## src/rtl/mem_port_arbiter.sv

```systemverilog
// Purpose: shares one single-port SRAM between the fetch port and the data port; data has priority.
// Latency: a single access stalls its requester for MEM_LAT+2 cycles (grant, issue, MEM_LAT waits).
// Backpressure: im_stall/dm_stall stay high until the access finishes; results are held until the pipeline advances.
module mem_port_arbiter #(
    parameter int MEM_LAT = 1,
    parameter int ADDR_W  = 14
) (
    input  logic              clk,
    input  logic              rst,
    input  logic              im_req,
    input  logic [31:0]       im_addr,
    output logic [31:0]       im_rdata,
    output logic              im_stall,
    input  logic              dm_req,
    input  logic              dm_we,
    input  logic [3:0]        dm_bweb,
    input  logic [31:0]       dm_addr,
    input  logic [31:0]       dm_wdata,
    output logic [31:0]       dm_rdata,
    output logic              dm_stall,
    output logic              mem_cs,
    output logic              mem_web,
    output logic [3:0]        mem_bweb,
    output logic [ADDR_W-1:0] mem_addr,
    output logic [31:0]       mem_di,
    input  logic [31:0]       mem_do
);

    typedef enum logic [1:0] {
        IDLE  = 2'd0,
        ISSUE = 2'd1,
        WAIT  = 2'd2
    } state_t;

    localparam logic       OWN_IM   = 1'b0;
    localparam logic       OWN_DM   = 1'b1;
    localparam logic [2:0] CNT_INIT = 3'(MEM_LAT - 1);

    state_t     state;
    logic       owner;
    logic [2:0] cnt;
    logic       im_done;
    logic       dm_done;
    logic       owner_req;
    logic       advance;

    // Byte-offset bits and address bits above the SRAM depth are intentionally dropped.
    logic unused_addr_bits;
    assign unused_addr_bits = ^{im_addr[31:ADDR_W+2], im_addr[1:0],
                                dm_addr[31:ADDR_W+2], dm_addr[1:0]};

    assign im_stall  = im_req & ~im_done & ~rst;
    assign dm_stall  = dm_req & ~dm_done & ~rst;
    assign advance   = ~im_stall & ~dm_stall;
    assign owner_req = (owner == OWN_DM) ? dm_req : im_req;

    // Arbitration FSM: grant, one-cycle chip-select pulse, latency wait, capture into the owner's result register.
    always_ff @(posedge clk) begin
        if (rst) begin
            state    <= IDLE;
            owner    <= OWN_IM;
            cnt      <= 3'd0;
            im_done  <= 1'b0;
            dm_done  <= 1'b0;
            mem_cs   <= 1'b0;
            mem_web  <= 1'b1;
            mem_bweb <= 4'hF;
            mem_addr <= '0;
            mem_di   <= 32'd0;
            im_rdata <= 32'd0;
            dm_rdata <= 32'd0;
        end else begin
            // Pipeline moved on: completed results are consumed, so both ports may request again.
            if (advance) begin
                im_done <= 1'b0;
                dm_done <= 1'b0;
            end
            case (state)
                IDLE: begin
                    if (dm_stall) begin
                        owner    <= OWN_DM;
                        mem_cs   <= 1'b1;
                        mem_web  <= ~dm_we;
                        mem_bweb <= dm_we ? dm_bweb : 4'hF;
                        mem_addr <= dm_addr[ADDR_W+1:2];
                        mem_di   <= dm_wdata;
                        state    <= ISSUE;
                    end else if (im_stall) begin
                        owner    <= OWN_IM;
                        mem_cs   <= 1'b1;
                        mem_web  <= 1'b1;
                        mem_bweb <= 4'hF;
                        mem_addr <= im_addr[ADDR_W+1:2];
                        state    <= ISSUE;
                    end
                end
                ISSUE: begin
                    mem_cs <= 1'b0;
                    cnt    <= CNT_INIT;
                    state  <= WAIT;
                end
                WAIT: begin
                    if (cnt == 3'd0) begin
                        // A requester that withdrew gets nothing: result dropped, done left clear.
                        if (owner_req) begin
                            if (owner == OWN_DM) begin
                                dm_done <= 1'b1;
                                if (mem_web) begin
                                    dm_rdata <= mem_do;
                                end
                            end else begin
                                im_done  <= 1'b1;
                                im_rdata <= mem_do;
                            end
                        end
                        state <= IDLE;
                    end else begin
                        cnt <= cnt - 3'd1;
                    end
                end
                default: state <= IDLE;
            endcase
        end
    end

endmodule

```

## config.mk

```make
export PLATFORM = sky130hd
export DESIGN_NAME = mem_port_arbiter
export DESIGN_NICKNAME = d
export VERILOG_FILES = /design/src/rtl/mem_port_arbiter.sv
export SDC_FILE = /design/constraint.sdc
export NUM_CORES = 1
export LEC_CHECK = 0
export BUFFER_PORTS_ARGS = -buffer_cell sky130_fd_sc_hd__buf_2
export CAP_MARGIN = 0
export CELL_PAD_IN_SITES_DETAIL_PLACEMENT = 1
export CELL_PAD_IN_SITES_GLOBAL_PLACEMENT = 2
export CORE_UTILIZATION = 27
export DETAILED_ROUTE_END_ITERATION = 6
export GPL_ROUTABILITY_DRIVEN = 0
export HOLD_SLACK_MARGIN = 0.1
export MAX_ROUTING_LAYER = met4
export PLACE_DENSITY = 0.95
export SETUP_SLACK_MARGIN = 0.15
export SYNTH_ARGS = -nofsm -noshare
export SYNTH_HDL_FRONTEND = slang
export SYNTH_SLANG_ARGS = --single-unit
```

## constraint.sdc

```tcl
create_clock -name clk -period 3.5 [get_ports clk]
set_input_delay 0.35 -clock clk [delete_from_list [all_inputs] [get_ports clk]]
set_output_delay 0.35 -clock clk [all_outputs]
set_load 0.01 [all_outputs]
```

After elaboration in Yosys (flattened, before gate mapping). Cells that the tools add are included.

RAM bits: 0. Output and inout port bits: 118. Memories: 0. Bits in latches: 0. Flip-flop bits (word level): 124. Bits of input ports: 137. Word-level logic and storage cells: 70. Memory bits (read-only): 0.

Mux-type cells: 28. $mul: 0. Eq/ne operators: 5. $add $sub $neg: 1. Divide/modulo/power cells: 0. Bitwise logic cells: 12. $lt $le $gt $ge: 0. Shift operators: 0. Reductions and logical operators: 12.

Operators by type and width (count): 14-bit two-way mux (2); 1-bit two-way mux (16); 4-bit two-way mux (3); 2-bit AND reduction (5); 1-bit inverter (7); 2-bit two-way mux (3); 2-bit one-hot mux with 3 select lines (1); 3-bit one-hot mux with 2 select lines (1); 2-bit nonzero test (3); 1-bit bitwise AND (5); 5-bit AND reduction (1); 2-bit != test (second input constant) (2); 4-bit AND reduction (1); 3-bit zero test (1); 3-bit two-way mux (1); 3-bit != test (second input constant) (1); 3-bit by 1-bit subtractor with 3-bit output (second input constant) (1); 2-bit by 1-bit equality test with 1-bit output (second input constant) (1); 2-bit equality test (second input constant) (1); 2-bit zero test (1); 1-bit one-hot mux with 2 select lines (1).

Depth between registers and ports, before layout. Gate-level depths: netlist of run 1.

Word-level depth: 10. Depth in mapped cells: 9. Gate-level depth less buffers: 6.

Worst setup path before layout of run 1. OpenSTA, ideal clock, no wires.

Path kind: flip-flop to flip-flop. Start: reg cnt[0]. End: reg im_rdata[16]. Data arrival time: 1.660 ns. Cell stages (with the launch flop): 10. Period minus slack after synthesis: 1.780 ns. Slack: 1.720 ns. Buffers on the path: 3. Setup time: 0.119 ns. Required time: 3.381 ns. Path through: dfxtp_1 > inv_1 > ha_1 > ha_1 > and3b_4 > and3b_1 > buf_2 > buf_6 > buf_12 > mux2i_1.

Word-level cells in the longest chain between the ends: 2.

RTL lines: start, declared (line 41) `logic [2:0] cnt;`; start signal, assigned (line 118) `cnt <= cnt - 3'd1;`; 3-bit zero test (line 103) `if (cnt == 3'd0) begin`; 4-bit AND reduction (no line); end signal, assigned (line 113) `im_rdata <= mem_do;`; end, declared (line 12) `output logic [31:0] im_rdata,`.

Every way passes these cells. A chain may end at the register's enable or synchronous reset.

Worst setup path in the final report of run 1.
Start: reg cnt[0]. End: reg im_rdata[17].

Same word-level chain as after synthesis.

==> results.md, run 1 <==
- Post-synth top area cell: dfxtp_1
- Distinct cells, synth: 35
- CP endpoint kind: register
- Final wirelength: 14700 um
- CTS resizes: 0
- Most common cell on crit path: ha_1
- CTS tree: built
- Violated checks: design-rule violations
- Leakage Power: 3.38 nW
- Clock Path Buffers: 2
- Largest net degree at the start of global routing: 122
- First-pass DRT Iterations: 7
- Total GRT Usage: 0.160
- Initial DRC count: 158
- Clock Tree Root: clkbuf_16
- Ports: 255
- Clock Skew: 0.00827 ns
- Die width: 139 um
- Critical Path RT: 3.82 ns
- Register area: 2480 um2
- Crit path from: cnt[0]$_SDFFE_PP0P_
- Antenna-violating nets left: 0
- Rel. slew slack: 0.336
- WHS: 0.145 ns
- Die height: 139 um
- FMAX: 432 MHz
- Number of global-route vias before repair: 4572
- Reg-to-reg setup timing slack: 1.19 ns
- Worst hold-check path type: in2reg
- Grt ovf: 0
- Detailed-route DRC error count: 16
- Min-delay src: dm_wdata[21]
- Port Buffers: 218
- Sequential element share of the synthesized area: 0.492
- Area share of the largest cell type after synthesis: 0.492
- CTS Buf Count: 17
- Final setup violation count: 0
- Worst Hold Path EP: mem_di[21]$_SDFFE_PP0P_
- Number of synthesis warnings: 0
- CP Launch Type: register
- Syn Inst Count: 561
- Detailed Place HPWL: 10100 um
- Area occupied by multi-input gates: 2310 um2
- Worst reg2reg path depth: 6
- Final setup TNS: 0 ns
- Final Net Count: 898
- FF+latch count, synth: 124
- Peak supply drop: 0.307 mV
- Via Count: 4606
- Share of flip-flops with an asynchronous set or reset: 0
- DR WL/cell: 14.7 um
- Most frequent cells in the layout: 218 x buf_2, 145 x nand2_1, 124 x dfxtp_1
- H-tree depth: 4
- Post-synth net total: 700
- Syn Area/Cell: 9.00 um2
- Clock Sinks: 124
- Clock Latency Late Sink: 0.41 ns
- Post-CTS Hold Fix Bufs: 0
- Slowest-stage cell, CP: and3b_2
- First-pass GRT wire length: 23700 um
- Max cap viols: 0
- RR Endpoint: im_rdata[17]$_SDFFE_PP0P_
- RSZ-0062 raised after global routing: false
- Worst Path Max Fanout: 29
- Area Overhead vs Synth: 34.9%
- RR Startpoint: cnt[0]$_SDFFE_PP0P_
- Slew Viols, Final: 0
- Layout cells sized above 1: 0.336
- Synth Flop Type: dfxtp_1
- Most common cell after layout, fill and taps aside: buf_2
- Status: finished, violations left
- Cell Pwr Density: 518 nW/um2
- Core area: 18100 um2
- Initial core utilization: 0.278
- Synth top area cells: dfxtp_1 49%, mux2i_1 16%, nand2_1 11%
- Initial antenna violation count: 1
- Post-Syn Area: 5050 um2
- Final Hold Vio Count: 0
- Final Critical Period: 2.31 ns
- Period utilization: 0.661
- Fill cell count: 2194
- Clock-pin slew on the worst setup and hold paths: 0.06 ns
- Critical path cell sequence: inv_1, ha_1, ha_1, and3b_4, and3b_2, mux2i_1
- DIE AREA: 19200 um2
- Max stage delay on crit path: 0.87 ns
- Post-synth EDFFs: 0
- Vias/cell: 4.60
- CP arrival: 2.64 ns
- FP Rows: 49
- Postcts setup bufs: 0
- Crit path kind: reg2reg
- Worst-Margin Slew: 0.996 ns
- Worst hold stages: 3
==> worst max-delay path by stage <==
stage | end | slack [ns] | depth (start not counted)
finish | im_rdata[17]$_SDFFE_PP0P_ | 1.19 | 6
global route | im_rdata[17]$_SDFFE_PP0P_ | 1.02 | 6
CTS | im_rdata[17]$_SDFFE_PP0P_ | 1.14 | 6
detailed placement | im_rdata[22]$_SDFFE_PP0P_ | 1.15 | 6
global placement | im_rdata[12]$_SDFFE_PP0P_ | 1.22 | 6
floorplan | im_rdata[16]$_SDFFE_PP0P_ | 1.72 | 9
==> synth_stat cells, types with 3 or more instances <==
library cell	instances
a21oi_1	6
nand2_1	145
dfxtp_1	124
nand4_1	6
buf_1	9
nand3_1	79
nand2b_1	5
nor2b_1	17
inv_1	4
clkbuf_1	15
o211ai_1	14
buf_4	3
mux2i_1	79
nor2_1	11
o31a_1	5
buf_2	16
==> stage by stage <==
step	area (um2)	setup WS [ns]	utilization	cells	total power, mW
final	6810	1.19	0.375	1001	3.53
after detailed placement	6260	1.15	0.345	969	1.93
after global placement	6260	1.22	0.345	969	1.92
after floorplan	5050	1.72	-	561	1.76
after global routing	6810	1.02	0.375	1001	3.68
after CTS	6810	1.14	0.375	1000	3.58
==> routing by layer <==
layer	share of wire	routed length, um	global-route usage
met5	0	0	-
met4	0.010	148	0.0474
met3	0.057	843	0.0456
met2	0.49	7220	0.268
met1	0.44	6490	0.186
==> cell type report <==
type	count	area share
Multi-Input combinational cell	386	0.340
Timing Repair Buffer	225	0.170
Inverter	5	0.00312
Clock buffer	24	0.0707
Sequential cell	124	0.365
Clock inverter	7	0.00956
Antenna cell	1	0.000368
Tap cell	229	0.0421
==> worst max-delay path, delay by kind of cell (launching register included) <==
family	cells	cell delay, ns
and+or+nand+nor	2	1.13
adders and majority gates	2	0.40
DFF	1	0.33
muxes	1	0.28
buffers and inverters	1	0.06
==> registers in the layout (all words and copies together), names as in the netlist <==
signal,flops
im_done,1
mem_cs,1
mem_di,32
state,2
cnt,3
dm_done,1
mem_web,1
mem_bweb,4
im_rdata,32
dm_rdata,32
owner,1
mem_addr,14
==> cell families after synthesis <==
group	after synthesis	share of synthesized area
AND/OR/NAND/NOR	271	0.246
flip-flops	124	0.492
multiplexers	79	0.157
buffers and inverters	51	0.0503
AO/OA/AOI/OAI	34	0.0508
adder cells (fa/ha/maj)	2	0.00496
==> power breakdown <==
part	switching, mW	internal [mW]	leakage [nW]	total, mW
Sequential	0.0354	1.48	1.01	1.51
Clock	0.611	1.02	0.266	1.63
Combinational	0.222	0.156	2.11	0.378
Total	0.869	2.66	3.38	3.53
No activity file was read; power rests on OpenSTA's default activity.
==> run 2: changes to the inputs <==
--- a/config.mk
+++ b/config.mk
@@ -5,16 +5,17 @@
 export SDC_FILE = /design/constraint.sdc
 export NUM_CORES = 1
 export LEC_CHECK = 0
+export ABC_AREA = 1
 export BUFFER_PORTS_ARGS = -buffer_cell sky130_fd_sc_hd__buf_2
 export CAP_MARGIN = 0
 export CELL_PAD_IN_SITES_DETAIL_PLACEMENT = 1
 export CELL_PAD_IN_SITES_GLOBAL_PLACEMENT = 2
-export CORE_UTILIZATION = 27
+export CORE_UTILIZATION = 23
 export DETAILED_ROUTE_END_ITERATION = 6
 export GPL_ROUTABILITY_DRIVEN = 0
 export HOLD_SLACK_MARGIN = 0.1
 export MAX_ROUTING_LAYER = met4
-export PLACE_DENSITY = 0.95
+export PLACE_DENSITY = 0.91
 export SETUP_SLACK_MARGIN = 0.15
 export SYNTH_ARGS = -nofsm -noshare
 export SYNTH_HDL_FRONTEND = slang
==> constraint.sdc (replaced) <==
create_clock -name clk -period 2.2 [get_ports clk]
set_input_delay 0.22 -clock clk [delete_from_list [all_inputs] [get_ports clk]]
set_output_delay 0.22 -clock clk [all_outputs]
set_load 0.01 [all_outputs]
==> run 2 against run 1 <==
- the flow now finishes without violations
- clock-buffer cell count decreased by 6
- total power increased by 81%
- global-route usage up 0.15 points
- clock power rose by 90%
- sequential power up 62%
- critical path type is now in2out
==> results.md, run 2 <==
- Sequential element share of the synthesized area: 0.505
- Final setup violation count: 0
- Slew Viols, Final: 0
- Antenna diodes: 0
- Initial DRC count: 152
- Most common cell after layout, fill and taps aside: nor2_1
- Rel. slew slack: 0.628
- Final Critical Period: 1.87 ns
- Min-delay src: dm_bweb[0]
- Clock share of power: 0.486
- Crit path kind: in2out
- Area share of the largest cell type after synthesis: 0.505
- Core area: 21000 um2
- GRT met2 Usage: 0.277
- Leakage Power: 3.91 nW
- Clock Tree Root: clkbuf_16
- Grt ovf: 0
- Synth cell count leaders: 224 x nor2_1, 127 x nand2_1, 124 x dfxtp_1, 64 x inv_1, 51 x o21ai_0
- Worst Hold Path EP: mem_bweb[0]$_SDFFE_PP1P_
- CTS Buf Count: 17
- Post-synth EDFFs: 0
- Gr busiest metal: met2
- Clock Skew: 0.0132 ns
- Post-synth net total: 845
- Clock-pin slew on the worst setup and hold paths: 0.06 ns
- Period utilization: 0.851
- CP endpoint kind: output pin
- Status: completed
- Detailed Place HPWL: 10900 um
- Worst hold-check path type: in2reg
- H-tree depth: 4
- FP Rows: 53
- Final wirelength: 17000 um
- Detailed-route DRC error count: 0
- Number of global-route vias before repair: 5305
- Psw: 1.68 mW
- Critical Path RT: 1.98 ns
- CTS tree: built
- Combinational share of power: 0.131
- Switching Fraction: 0.263
- Most frequent cells in the layout: 224 x nor2_1, 218 x buf_2, 127 x nand2_1
- Biggest regs: dm_rdata: 32 flops, im_rdata: 32 flops, mem_di: 32 flops
- Initial core utilization: 0.235
- Layout cells sized above 1: 0.272
- Max cap viols: 0
- Reg-to-reg setup timing slack: 0.47 ns
- FMAX: 534 MHz
- Total power: 6.38 mW
- Final Hold Vio Count: 0
- Initial antenna violation count: 0
- Post-synth top area cell: dfxtp_1
- Ports: 255
- Peak supply drop: 0.476 mV
- Count leader, synth: nor2_1
- Die height: 148 um
- Synth top area cells: dfxtp_1 51%, nor2_1 17%, nand2_1 9.7%
- First-pass GRT wire length: 27000 um
- Final setup TNS: 0 ns
- Syn Area/Cell: 6.96 um2
- Clock Latency Late Sink: 0.42 ns
- Clock Path Buffers: 2
- Worst reg2reg path depth: 9
- Largest net degree at the start of global routing: 67
- Cell Pwr Density: 838 nW/um2
- Worst Path Max Fanout: 14
- CP Launch Type: input pin
- Met1 usage: 0.181
- Area Overhead vs Synth: 54.9%
- DR WL/cell: 13.3 um
- Vias/cell: 4.19
- Via Count: 5326
- Final Net Count: 1122
- Share of flip-flops with an asynchronous set or reset: 0
- First-pass DRT Iterations: 4
- DIE AREA: 22000 um2
- Syn Inst Count: 706
- Post-Syn Area: 4910 um2
- Clock Sinks: 124
- Die width: 148 um
- Port Buffers: 218
- Seq pwr share: 0.383
- Total GRT Usage: 0.162
- CP arrival: 1.65 ns
- Grt met3 use: 0.0390
- Layout Utilization: 0.363
- Int Pwr: 4.71 mW
- Distinct cells, synth: 21
- RSZ-0062 raised after global routing: false
- Synth Flop Type: dfxtp_1
- Number of synthesis warnings: 0
- RR Endpoint: im_rdata[15]$_SDFFE_PP0P_
- Worst-Margin Slew: 0.558 ns
- RR Startpoint: cnt[0]$_SDFFE_PP0P_
- Worst hold stages: 5
- FF+latch count, synth: 124
- Antenna-violating nets left: 0
## run 2: changes by cell type after synthesis, moves of 6 or more
cell and delta:
buf_1 -6, inv_1 +60, mux2i_1 -79, nand2_1 -18, nand3_1 -38, nor2_1 +213
nor2b_1 -17, o211ai_1 -14, o21ai_0 +50, o21ai_1 +14
## run 2: how the worst max path moves through the flow
stage | start | end | cells after the start
after floorplan | cnt[0]$_SDFFE_PP0P_ | dm_rdata[24]$_SDFFE_PP0P_ | 9
after global placement | rst | mem_di[8]$_SDFFE_PP0P_ | 6
after detailed placement | rst | mem_di[8]$_SDFFE_PP0P_ | 6
after CTS | rst | mem_di[8]$_SDFFE_PP0P_ | 7
after global routing | rst | dm_stall | 6
final | rst | dm_stall | 6
## run 2: what timing repair did
| item | CTS | global route |
|---|---|---|
| hold buffers | 68 | 0 |
| hold endpoints to repair | 86 | 0 |
| endpoints found under the setup margin | 0 | 7 |
| resized for setup | 0 | 2 |
| setup buffers | 0 | 0 |
## run 2: cell families after synthesis
family | Yosys count | share of synthesized area
simple gates | 402 | 0.326
flops | 124 | 0.505
buf+inv | 106 | 0.0904
compound gates | 72 | 0.0733
fa+ha+maj | 2 | 0.00509
## run 2: power by group through the flow
stage          logic (mW)  clock network (mW)  registers, mW
5_1_grt             0.940                3.31           2.46
6_report            0.839                3.10           2.44
3_3_place_gp        0.736                   0           2.48
3_5_place_dp        0.745                   0           2.49
2_1_floorplan       0.353                   0           2.55
4_1_cts             0.843                3.21           2.44
## run 2: cell type report
type	instances	area [um2]
Tap cell	275	344
Sequential cell	124	2480
Clock buffer	18	439
Timing Repair Buffer	297	1890
Inverter	67	255
Multi-Input combinational cell	476	1990
Clock inverter	14	205
Fill cell	2654	13300
## run 2: per-stage QoR
stage	cell area, um2	hold WS (ns)	worst slack, ns	instances
final	7610	0.125	0.327	1271
after CTS	7610	0.107	0.300	1271
after global placement	6280	0.456	0.407	1171
after global routing	7610	0.129	0.248	1271
after detailed placement	6280	0.461	0.400	1171
after floorplan	4910	0.289	0.727	706
## run 2: metal layers
metal | part of all wire | vias to the layer above
met3 | 0.041 | 27
li1 | - | 2721
met5 | 0 | -
met4 | 0.020 | 0
met1 | 0.45 | 2458
met2 | 0.49 | 120
## run 2: critical path: stages
cell and delay [ns]:
dlygate4sd3_1 0.51, buf_2 0.20, clkinv_2 0.25, nand3_2 0.17
inv_1 0.13, buf_2 0.17
